File: config.mk
export PLATFORM = sky130hd
export DESIGN_NAME = instruction_fetch
export DESIGN_NICKNAME = d
export VERILOG_FILES = /design/src/rtl/pipeline_pkg.sv /design/src/rtl/if_id_register.sv /design/src/rtl/instruction_fetch.sv
export SDC_FILE = /design/constraint.sdc
export NUM_CORES = 1
export LEC_CHECK = 0
export ABC_AREA = 1
export CORE_ASPECT_RATIO = 1.1
export CORE_MARGIN = 2
export CORE_UTILIZATION = 49
export DETAILED_ROUTE_END_ITERATION = 10
export PLACE_DENSITY_LB_ADDON = 0.05
export SYNTH_ARGS = -nofsm -noshare
export SYNTH_HDL_FRONTEND = slang
export SYNTH_SLANG_ARGS = --single-unit
File: constraint.sdc
create_clock -name clk -period 1.9 [get_ports clk]
set_input_delay 0.38 -clock clk [delete_from_list [all_inputs] [get_ports clk]]
set_output_delay 0.38 -clock clk [all_outputs]
set_load 0.02 [all_outputs]
File: src/rtl/pipeline_pkg.sv
// Shared pipeline definitions: fetch FSM encoding, IF/ID record layout,
// reset/bubble constants and small address helpers.
package pipeline_pkg;

    localparam logic [31:0] DEFAULT_RESET_PC = 32'h0000_0000;
    localparam logic [31:0] DEFAULT_NOP_WORD = 32'h0000_0000;

    // RUN fetches normally; DRAIN waits out a fetch that was in flight
    // when a redirect arrived, then jumps to the pending target.
    typedef enum logic {
        FETCH_RUN   = 1'b0,
        FETCH_DRAIN = 1'b1
    } fetch_state_t;

    // IF/ID record handed to decode.
    typedef struct packed {
        logic [31:0] pc4;
        logic [31:0] instr;
        logic        valid;
    } if_id_t;

    // Instruction addresses are word aligned; low two bits are dropped.
    function automatic logic [31:0] word_align(input logic [31:0] addr);
        return addr & 32'hFFFF_FFFC;
    endfunction

    // Bubble record: no PC, NOP instruction, marked invalid.
    function automatic if_id_t make_bubble(input logic [31:0] nop);
        if_id_t b;
        b.pc4   = 32'h0000_0000;
        b.instr = nop;
        b.valid = 1'b0;
        return b;
    endfunction

endpackage

File: src/rtl/if_id_register.sv
// IF/ID pipeline register: falling-edge capture with hold, flush to bubble
// and asynchronous active-low reset to a bubble.
module if_id_register
    import pipeline_pkg::*;
#(
    parameter logic [31:0] NOP_WORD = DEFAULT_NOP_WORD
) (
    input  logic   clk,
    input  logic   resetN,
    input  logic   write_en,
    input  logic   flush,
    input  if_id_t d,
    output if_id_t q
);

    // Flush wins over hold so a redirect always kills the wrong-path slot.
    always_ff @(negedge clk or negedge resetN) begin
        if (!resetN) begin
            q <= make_bubble(NOP_WORD);
        end else if (flush) begin
            q <= make_bubble(NOP_WORD);
        end else if (write_en) begin
            q <= d;
        end
    end

endmodule

File: src/rtl/instruction_fetch.sv
// Instruction fetch stage: PC register, RUN/DRAIN redirect FSM and the
// imem req/ready handshake, feeding the IF/ID register toward decode.
module instruction_fetch
    import pipeline_pkg::*;
#(
    parameter logic [31:0] RESET_PC = DEFAULT_RESET_PC,
    parameter logic [31:0] NOP_WORD = DEFAULT_NOP_WORD
) (
    input  logic        clk,
    input  logic        resetN,
    input  logic        pcWrite,
    input  logic        ifIdWrite,
    input  logic        branchTaken,
    input  logic [31:0] branchTarget,
    output logic [31:0] imemAddr,
    output logic        imemReq,
    input  logic [31:0] imemData,
    input  logic        imemReady,
    output logic [31:0] programCounterOut,
    output logic [31:0] instruction,
    output logic        instructionValid
);

    fetch_state_t state_p0, state_nxt;
    logic [31:0]  pc_p0, pc_nxt;
    logic [31:0]  pend_p0, pend_nxt;
    logic [31:0]  pc_plus4;
    logic [31:0]  redirect;
    logic         accept;
    logic         ifid_we;
    logic         ifid_flush;
    if_id_t       ifid_d;
    if_id_t       ifid_q;

    // 32-bit add: 0xFFFF_FFFC + 4 wraps to 0 by dropping the carry.
    assign pc_plus4 = pc_p0 + 32'd4;
    assign redirect = word_align(branchTarget);
    assign accept   = imemReady & pcWrite & ifIdWrite
                    & (state_p0 == FETCH_RUN) & ~branchTaken;

    // The PC is not updated while draining, so it doubles as the held
    // stale address and keeps imemAddr stable until the memory responds.
    assign imemAddr = pc_p0;
    assign imemReq  = resetN;

    // Next PC / state / IF/ID load, in redirect > stall > accept > miss order.
    always_comb begin
        state_nxt  = state_p0;
        pc_nxt     = pc_p0;
        pend_nxt   = pend_p0;
        ifid_we    = 1'b1;
        ifid_flush = 1'b0;
        ifid_d     = make_bubble(NOP_WORD);
        if (state_p0 == FETCH_RUN) begin
            if (branchTaken) begin
                ifid_flush = 1'b1;
                // imemReq is always high out of reset, so without a
                // response this cycle the fetch is still outstanding.
                if (imemReady) begin
                    pc_nxt = redirect;
                end else begin
                    pend_nxt  = redirect;
                    state_nxt = FETCH_DRAIN;
                end
            end else if (!pcWrite || !ifIdWrite) begin
                ifid_we = ifIdWrite;
            end else if (accept) begin
                pc_nxt       = pc_plus4;
                ifid_d.pc4   = pc_plus4;
                ifid_d.instr = imemData;
                ifid_d.valid = 1'b1;
            end
        end else begin
            ifid_we = ifIdWrite;
            if (imemReady) begin
                // Stale response is dropped; the newest redirect wins.
                pc_nxt    = branchTaken ? redirect : pend_p0;
                state_nxt = FETCH_RUN;
            end else if (branchTaken) begin
                pend_nxt = redirect;
            end
        end
    end

    // Falling-edge PC, fetch state and pending redirect target.
    always_ff @(negedge clk or negedge resetN) begin
        if (!resetN) begin
            state_p0 <= FETCH_RUN;
            pc_p0    <= RESET_PC;
            pend_p0  <= 32'h0000_0000;
        end else begin
            state_p0 <= state_nxt;
            pc_p0    <= pc_nxt;
            pend_p0  <= pend_nxt;
        end
    end

    if_id_register #(
        .NOP_WORD (NOP_WORD)
    ) u_if_id (
        .clk      (clk),
        .resetN   (resetN),
        .write_en (ifid_we),
        .flush    (ifid_flush),
        .d        (ifid_d),
        .q        (ifid_q)
    );

    assign programCounterOut = ifid_q.pc4;
    assign instruction       = ifid_q.instr;
    assign instructionValid  = ifid_q.valid;

endmodule
==> results of run 1 <==
metrics by stage:
stage	worst slack (ns)	area, µm²
2_1_floorplan	-0.222	6390
3_3_place_gp	-1.20	8680
3_5_place_dp	-1.29	8680
4_1_cts	-0.470	11100
layer usage:
layer  global-route usage (%)  GRT overflow
met5                     14.5             0
met4                      115           291
met3                     70.5            10
met2                      130           838
met1                     86.9             6
cell families after synthesis:
kind of cell | count (synthesis) | synth area share [%]
AO/OA/AOI/OAI | 101 | 11.9
XOR/XNOR | 14 | 2.12
AND/OR/NAND/NOR | 427 | 27.4
adder cells (fa/ha/maj) | 1 | 0.204
buffers and inverters | 78 | 5.29
flip-flops | 130 | 53.1
timing repair:
action	in CTS
setup endpoints to repair	227
cloned	22
hold buffers	0
pin swaps	45
buffers inserted	69
gates resized for setup	819
==> metrics.txt, run 1 <==
Halt Reason=[ERROR GRT-0232] Routing congestion too high. Check the congestion heatmap in the GUI.; number of distinct standard cells referenced by the synthesized netlist=27; number of synthesis warnings=0; starting density of the core=between 50% and 60%; library cell used as clock root buffer=sky130_fd_sc_hd__clkbuf_16; largest net degree at the start of global routing=between 60 and 70; number of flops mapped to enable cells by yosys=0; post-synthesis instance area=a little over 6000 µm²; residual overflow from global routing=approximately 1,100; #FFs+latches synth=130; count of pins on the block boundary=~170; syn nets=822; die height=121 µm; ranking of synthesized cells by area=sky130_fd_sc_hd__dfrtn_1 (53%), sky130_fd_sc_hd__nand2_1 (18%), sky130_fd_sc_hd__a22o_1 (6.9%), sky130_fd_sc_hd__nor2_1 (5.7%), sky130_fd_sc_hd__inv_1 (2.3%); Halt Stage=global routing; Chip Width=approximately 110 µm; clk sinks=130; last worst endpoint in the global-route repair_timing=imemAddr[9]; Tot GR Track Use=approximately 97%; Site Rows=42; dominant cell by count in the synthesized netlist=sky130_fd_sc_hd__nand2_1; synthesized area divided by synthesized cell count=about 8.2 µm²; share of synthesized flip-flops with an asynchronous set or reset=100%; Worst EP kind=primary output; Clock H-tree levels=4; buffers added on ports=roughly 170; CTS Buffer Depth=2; sequential share of the synthesized area=about 53%; Synth Flop Type=sky130_fd_sc_hd__dfrtn_1; post-synth top area share=53.1%; gpl congestion=~0.96; top post-synthesis cells by count=sky130_fd_sc_hd__nand2_1 (301), sky130_fd_sc_hd__dfrtn_1 (130), sky130_fd_sc_hd__nor2_1 (93); Synth Instances=between 700 and 800; total clock buffers created by CTS=17; half-perimeter wire length after placement=13,700 µm; placed cell count=between 1,000 and 1,500; run status=aborted with a tool error; cell type with the highest aggregate area in the netlist=sky130_fd_sc_hd__dfrtn_1
==> run 2: changes to the inputs <==
--- a/config.mk
+++ b/config.mk
@@ -6,11 +6,10 @@
 export NUM_CORES = 1
 export LEC_CHECK = 0
 export ABC_AREA = 1
-export CORE_ASPECT_RATIO = 1.1
 export CORE_MARGIN = 2
-export CORE_UTILIZATION = 49
+export CORE_UTILIZATION = 40
 export DETAILED_ROUTE_END_ITERATION = 10
-export PLACE_DENSITY_LB_ADDON = 0.05
+export PLACE_DENSITY_LB_ADDON = 0.15
 export SYNTH_ARGS = -nofsm -noshare
 export SYNTH_HDL_FRONTEND = slang
 export SYNTH_SLANG_ARGS = --single-unit
==> run 2 against run 1 <==
The flow now finishes, with violations (setup timing). Synthesized area did not move. Synthesized cell count did not move.
==> metrics.txt, run 2 <==
share of synthesized flip-flops with an asynchronous set or reset=100% (unchanged); ratio of cells with drive above 1 in the final layout=slightly above 40%; Clock Latency Late Sink=~0.4 ns; category of the most critical setup path=reg2out; # hold bufs at CTS=0 (unchanged); Chip Width=128 µm (was 111 µm); kind of cell adding the most delay to the critical path=flip-flops; CTS Buffer Depth=2 (unchanged); number of flops mapped to enable cells by yosys=0 (unchanged); Site Rows=45 (was 42); total wire length=~24,000 µm; sequential share of the synthesized area=53.1% (unchanged); max-slew headroom at the worst pin=71.9%; most congested layer reported by global routing=met2; met2 routing resource usage after global routing=42.5%; clock slew seen by the registers of the worst setup and hold paths=0.04 ns; Synth Instances=751 (unchanged); antenna-violating nets left=0; crit-path cells=buf_6; met1 Use GR=between 30% and 40%; biggest cell delay along the critical path=approximately 0.52 ns; syn nets=822 (unchanged); placed cell count=1,162 (was 1,121); top register by number of flip-flops=u_if_id.q; count of pins on the block boundary=168 (unchanged); post-synth top area share=53.1% (unchanged); hold violation total from the final report=0; run status=complete, but fails checks (was aborted with a tool error); area growth from synthesis to layout=82.9%; antenna violations before repair=0; met3 track demand over resource=6.18%; Tot GR Track Use=a little over a quarter; max-cap check violation count=0; power density of the placed cells=approximately 850 nW/µm²; half-perimeter wire length after placement=14,600 µm (was 13,700 µm); path class of the lowest-slack min-delay path=reg2reg; per-cell routed wire length=around 19 µm; vias in the first global route=between 6,000 and 7,000; starting density of the core=40.6% (was 50.5%); library cell used as clock root buffer=sky130_fd_sc_hd__clkbuf_16 (unchanged); average via count per standard cell=slightly above 5; buffers added on ports=165 (unchanged); final design utilization=around 74%; Clock H-tree levels=4 (unchanged); NumNets Final=1,141; total of endpoints with negative setup slack in the final report=around 170; number of distinct standard cells referenced by the synthesized netlist=27 (unchanged); clk sinks=130 (unchanged); unrepaired setup endpoints after global routing=yes; largest net degree at the start of global routing=32; DRC violations left=0; element type at the critical path end=primary output; die height=128 µm (was 121 µm); gpl congestion=0.889 (was 0.964); top post-synthesis cells by count=sky130_fd_sc_hd__nand2_1 (301), sky130_fd_sc_hd__dfrtn_1 (130), sky130_fd_sc_hd__nor2_1 (93) (unchanged); iteration count of the initial detailed-routing pass=5; total clock buffers created by CTS=17 (unchanged); Die Area=~16,000 µm²; highest-count cells in the layout ignoring fill and taps=sky130_fd_sc_hd__nand2_1 (269), sky130_fd_sc_hd__dfrtn_1 (130), sky130_fd_sc_hd__buf_4 (126); transition time at the pin with the least slew margin=~0.42 ns; final setup slack of the worst path=-0.506 ns; setup tns final=-42.09 ns; Synth Flop Type=sky130_fd_sc_hd__dfrtn_1 (unchanged); Worst setup SP type=register; ranking of synthesized cells by area=sky130_fd_sc_hd__dfrtn_1 (53%), sky130_fd_sc_hd__nand2_1 (18%), sky130_fd_sc_hd__a22o_1 (6.9%), sky130_fd_sc_hd__nor2_1 (5.7%), sky130_fd_sc_hd__inv_1 (2.3%) (unchanged); wire length of the first global-routing pass=between 30,000 and 40,000 µm; count of buffer and inverter cells on the critical path=1; max FFs per register=65; #FFs+latches synth=130 (unchanged); post-synthesis instance area=6120 µm² (unchanged); number of synthesis warnings=0 (unchanged); Vias=6,599; cell with the biggest individual delay on the critical path=sky130_fd_sc_hd__dfrtn_1; post-route cell area=~11,000 µm²; violations in the final reports=setup timing; TritonCTS clock tree=built; clk_skew=between 0.007 and 0.008 ns; max-slew violation total from the final report=0; area of the placeable core=~15,000 µm²; antenna diode count=0; worst vdd rail ir drop=around 0.68 mV; number of design-rule violations left by the first detailed-router iteration=~500; final std cells w/o fill=~1,300; highest fanout seen on the critical path=2; most common cell after layout, fill and taps aside=sky130_fd_sc_hd__nand2_1; leakage power of the design=about 5.5 nW; worst path required time=~1.5 ns; CP arrival=slightly above 2 ns; dominant cell by count in the synthesized netlist=sky130_fd_sc_hd__nand2_1 (unchanged); cell type with the highest aggregate area in the netlist=sky130_fd_sc_hd__dfrtn_1 (unchanged); residual overflow from global routing=0; cell area reported after detailed placement=8810 µm² (was 8680 µm²); synthesized area divided by synthesized cell count=8.16 µm² (unchanged)
[run 2: cell counts after synthesis]
No cell type changed its count.
[run 2: where the power goes]
part           internal (mW)  switching (mW)
logic                   1.32            1.53
registers               3.04           0.229
clock network           2.06            1.29
total                   6.43            3.04
[run 2: cell type report]
type	instances	area (µm²)
clock buffers	19	433
clock inverters	12	158
multi-input cells	543	3350
flip-flops and latches	130	3250
fillers	1127	3890
repair buffers	334	3560
repair inverters	1	8.76
well taps	188	235
inverters	43	206
[run 2: worst paths after layout]
kind | from | endpoint | slack, ns | depth (start not counted)
max in group asynchronous | resetN | u_if_id.q[2]$_DFFE_NN0P_ | 0.60 | 2
min | pend_p0[31]$_DFFE_NN0P_ | pend_p0[31]$_DFFE_NN0P_ | 0.42 | 2
min in group asynchronous | resetN | u_if_id.q[27]$_DFFE_NN0P_ | 0.66 | 1
min reg2reg | pend_p0[31]$_DFFE_NN0P_ | pend_p0[31]$_DFFE_NN0P_ | 0.42 | 2
max | imemAddr[30]$_DFFE_NN0P_ | imemAddr[30] | -0.51 | 1
max reg2reg | imemAddr[11]$_DFFE_NN0P_ | imemAddr[31]$_DFFE_NN0P_ | 0 | 11
[run 2: through the flow]
step                      setup slack (ns)  total power [mW]  hold slack, ns
after floorplan                     -0.222              4.26           0.403
after global placement              -0.898              5.36           0.415
after detailed placement            -0.936              5.40           0.419
after CTS                           -0.472              9.15           0.421
after global routing                -0.502              9.83           0.462
final                               -0.506              9.47           0.418
[run 2: repair_timing]
| action | 4_1_cts | 5_1_grt |
|---|---|---|
| cloned | 13 | 4 |
| setup buffers | 35 | 30 |
| endpoints found under the setup margin | 226 | 212 |
| gates resized for setup | 731 | 108 |
| pin swaps | 41 | 82 |
[run 2: routing by layer]
metal | routed length, µm | vias up
met4 | 673 | 0
met2 | 11500 | 263
met5 | 0 | -
met3 | 1540 | 54
li1 | - | 3058
met1 | 10000 | 3224
[run 2: logic make-up (layout without fill, tap and decap cells)]
group	after synthesis	in the layout	synth area share (%)
compound gates	101	101	11.9
xor+xnor	14	14	2.12
fa+ha+maj	1	1	0.204
buf+inv	78	409	5.29
flops	130	130	53.1
simple gates	427	427	27.4
No activity file was read; power rests on OpenSTA's default activity.
==> run 3: changes to the inputs <==
--- a/config.mk
+++ b/config.mk
@@ -10,6 +10,8 @@
 export CORE_UTILIZATION = 40
 export DETAILED_ROUTE_END_ITERATION = 10
 export PLACE_DENSITY_LB_ADDON = 0.15
+export REMOVE_ABC_BUFFERS = 1
+export SETUP_SLACK_MARGIN = 0.1
 export SYNTH_ARGS = -nofsm -noshare
 export SYNTH_HDL_FRONTEND = slang
 export SYNTH_SLANG_ARGS = --single-unit
==> run 3 against run 2 <==
Power rose by 2.4%. Count of clock-buffer cells in the layout rose by 3. Critical path depth did not move. Flip-flop and latch count did not move. Clock skew barely moved. Global-route usage rose by 1.2 points. Core utilization rose by 5.1 points. Die area did not move. Worst setup slack improved by 0.020 ns. The run still ends with setup timing left. Sequential power barely moved. Hold slack improved by 0.019 ns.
==> metrics.txt, run 3 (synthesis gave the netlist of run 2 again) <==
run status=complete, but fails checks (unchanged); violations in the final reports=setup timing (unchanged); gpl congestion=0.910 (was 0.889); DRC violations left=0 (unchanged); vias in the first global route=6,704 (was 6,338); power density of the placed cells=810 nW/µm² (was 846 nW/µm²); cell area reported after detailed placement=8690 µm² (was 8810 µm²); max-cap check violation count=0 (unchanged); max-slew violation total from the final report=0 (unchanged); max-slew headroom at the worst pin=72.4% (was 71.9%); unrepaired setup endpoints after global routing=yes (unchanged); worst path required time=1.52 ns (about the same); highest fanout seen on the critical path=2 (unchanged); die height=128 µm (unchanged); path class of the lowest-slack min-delay path=reg2reg (unchanged); most common cell after layout, fill and taps aside=sky130_fd_sc_hd__nand2_1 (unchanged); CTS Buffer Depth=2 (unchanged); area of the placeable core=15,100 µm² (unchanged); residual overflow from global routing=0 (unchanged); TritonCTS clock tree=built (unchanged); endpoint of the most critical register-to-register path=imemAddr[13]$_DFFE_NN0P_ (was imemAddr[31]$_DFFE_NN0P_); max FFs per register=65 (unchanged); area growth from synthesis to layout=95.5% (was 82.9%); cell with the biggest individual delay on the critical path=sky130_fd_sc_hd__dfrtn_1 (unchanged); number of design-rule violations left by the first detailed-router iteration=544 (was 496); kind of cell adding the most delay to the critical path=flip-flops (unchanged); final setup slack of the worst path=-0.487 ns (was -0.506 ns); post-route cell area=12,000 µm² (was 11,200 µm²); clk sinks=130 (unchanged); Vias=6,897 (was 6,599); clk_skew=0.00756 ns (was 0.00742 ns); largest net degree at the start of global routing=59 (was 32); per-cell routed wire length=19.9 µm (was 18.7 µm); top register by number of flip-flops=u_if_id.q (unchanged); antenna-violating nets left=0 (unchanged); hold violation total from the final report=0 (unchanged); filler cell count=883 (was 1,127); antenna violations before repair=0 (unchanged); Die Area=16,300 µm² (unchanged); setup slack, reg-to-reg=-0.23 ns (was 0 ns); average via count per standard cell=5.31 (was 5.20); Site Rows=45 (unchanged); crit-path cells=buf_6 (unchanged); total wire length=25,900 µm (was 23,700 µm); wire length of the first global-routing pass=35,400 µm (was 34,000 µm); total clock buffers created by CTS=17 (unchanged); Chip Width=128 µm (unchanged); iteration count of the initial detailed-routing pass=7 (was 5); biggest cell delay along the critical path=0.51 ns (was 0.52 ns); NumNets Final=1,168 (was 1,141); library cell used as clock root buffer=sky130_fd_sc_hd__clkbuf_16 (unchanged); Worst R2R Start=imemAddr[11]$_DFFE_NN0P_ (unchanged); start point of the critical path=imemAddr[11]$_DFFE_NN0P_ (was imemAddr[30]$_DFFE_NN0P_); Tot GR Track Use=28.4% (was 27.2%); antenna diode count=0 (unchanged); count of buffer and inverter cells on the critical path=1 (unchanged); count of pins on the block boundary=168 (unchanged); Clock Latency Late Sink=0.41 ns (was 0.40 ns); CP arrival=2.01 ns (was 2.03 ns); total of endpoints with negative setup slack in the final report=221 (was 168); clock slew seen by the registers of the worst setup and hold paths=0.04 ns (about the same); starting density of the core=40.6% (unchanged); leakage power of the design=5.90 nW (was 5.54 nW); Clock H-tree levels=4 (unchanged); half-perimeter wire length after placement=12,800 µm (was 14,600 µm); Worst setup SP type=register (unchanged); highest-count cells in the layout ignoring fill and taps=sky130_fd_sc_hd__nand2_1 (206), sky130_fd_sc_hd__dfrtn_1 (130), sky130_fd_sc_hd__buf_4 (126) (was sky130_fd_sc_hd__nand2_1 (269), sky130_fd_sc_hd__dfrtn_1 (130), sky130_fd_sc_hd__buf_4 (126)); element type at the critical path end=primary output (unchanged); depth of the worst register-to-register path=8 (was 11); transition time at the pin with the least slew margin=0.412 ns (was 0.419 ns); ratio of cells with drive above 1 in the final layout=48.5% (was 41.1%); final design utilization=79.3% (was 74.2%); worst vdd rail ir drop=0.689 mV (was 0.679 mV); buffers added on ports=165 (unchanged); Stages on worst setup path=1 (unchanged); # hold bufs at CTS=0 (unchanged); critical path endpoint=imemAddr[11] (was imemAddr[30]); category of the most critical setup path=reg2out (unchanged)
==> run 3: changes by cell type in the layout (fill, tap and decap cells not counted), sizes merged, moves of 2 or more <==
cell / change
buf: +25
clkinv: +5
clkbuf: +2
clkinvlp: -2
inv: -2
==> run 3: worst min path at each step <==
stage | from | end | slack [ns] | cells after the start
global placement | pend_p0[16]$_DFFE_NN0P_ | pend_p0[16]$_DFFE_NN0P_ | 0.42 | 2
finish | pend_p0[15]$_DFFE_NN0P_ | pend_p0[15]$_DFFE_NN0P_ | 0.44 | 2
CTS | pend_p0[26]$_DFFE_NN0P_ | pend_p0[26]$_DFFE_NN0P_ | 0.43 | 2
floorplan | pend_p0[12]$_DFFE_NN0P_ | pend_p0[12]$_DFFE_NN0P_ | 0.40 | 2
detailed placement | pend_p0[14]$_DFFE_NN0P_ | pend_p0[14]$_DFFE_NN0P_ | 0.42 | 2
global route | pend_p0[15]$_DFFE_NN0P_ | pend_p0[15]$_DFFE_NN0P_ | 0.46 | 2
==> run 3: area by class of cell <==
cell class              instances  area, µm²  area share [%]
multi-input cells             543       3580            29.9
well taps                     188        235            1.96
clock buffers                  22        484            4.04
repair buffers                359       4040            33.7
repair inverters                3       56.3           0.470
inverters                      43        213            1.78
flip-flops and latches        130       3250            27.2
clock inverters                10        106           0.888
==> run 3: report_power, final <==
part           internal (mW)  switching [mW]
Sequential              3.04           0.249
Combinational           1.45            1.62
Clock                   2.06            1.27
Total                   6.56            3.14
==> run 3: repair_timing <==
| item | 4_1_cts | 5_1_grt |
|---|---|---|
| setup buffers | 50 | 42 |
| endpoints found under the setup margin | 227 | 224 |
| resized for setup | 786 | 214 |
| cloned | 26 | 1 |
| pin swaps | 80 | 52 |
==> run 3: worst min-delay path: stages (launching register included) <==
cell	delay, ns
sky130_fd_sc_hd__dfrtn_1	0.42
sky130_fd_sc_hd__nand2_2	0.05
sky130_fd_sc_hd__nand2_1	0.05
==> run 3: stage by stage <==
| step | hold slack, ns | setup WS [ns] | total power [mW] | instances | setup TNS (ns) |
|---|---|---|---|---|---|
| detailed placement | 0.419 | -1.14 | 5.29 | 1161 | -159.65 |
| global route | 0.463 | -0.492 | 10.0 | 1298 | -61.19 |
| finish | 0.437 | -0.487 | 9.70 | 1298 | -56.58 |
| floorplan | 0.403 | -2.13 | 4.16 | 716 | -206.11 |
| global placement | 0.415 | -1.07 | 5.28 | 1161 | -155.14 |
| CTS | 0.425 | -0.458 | 9.15 | 1268 | -49.79 |
==> run 3: per-layer routing <==
layer / track usage [%] / part of all wire (%) / vias up
met5: 0 / 0 / -
met4: 12.3 / 5.7 / 0
met3: 7.10 / 7.4 / 127
met2: 46.8 / 48 / 376
met1: 35.6 / 39 / 3278
li1: - / - / 3116
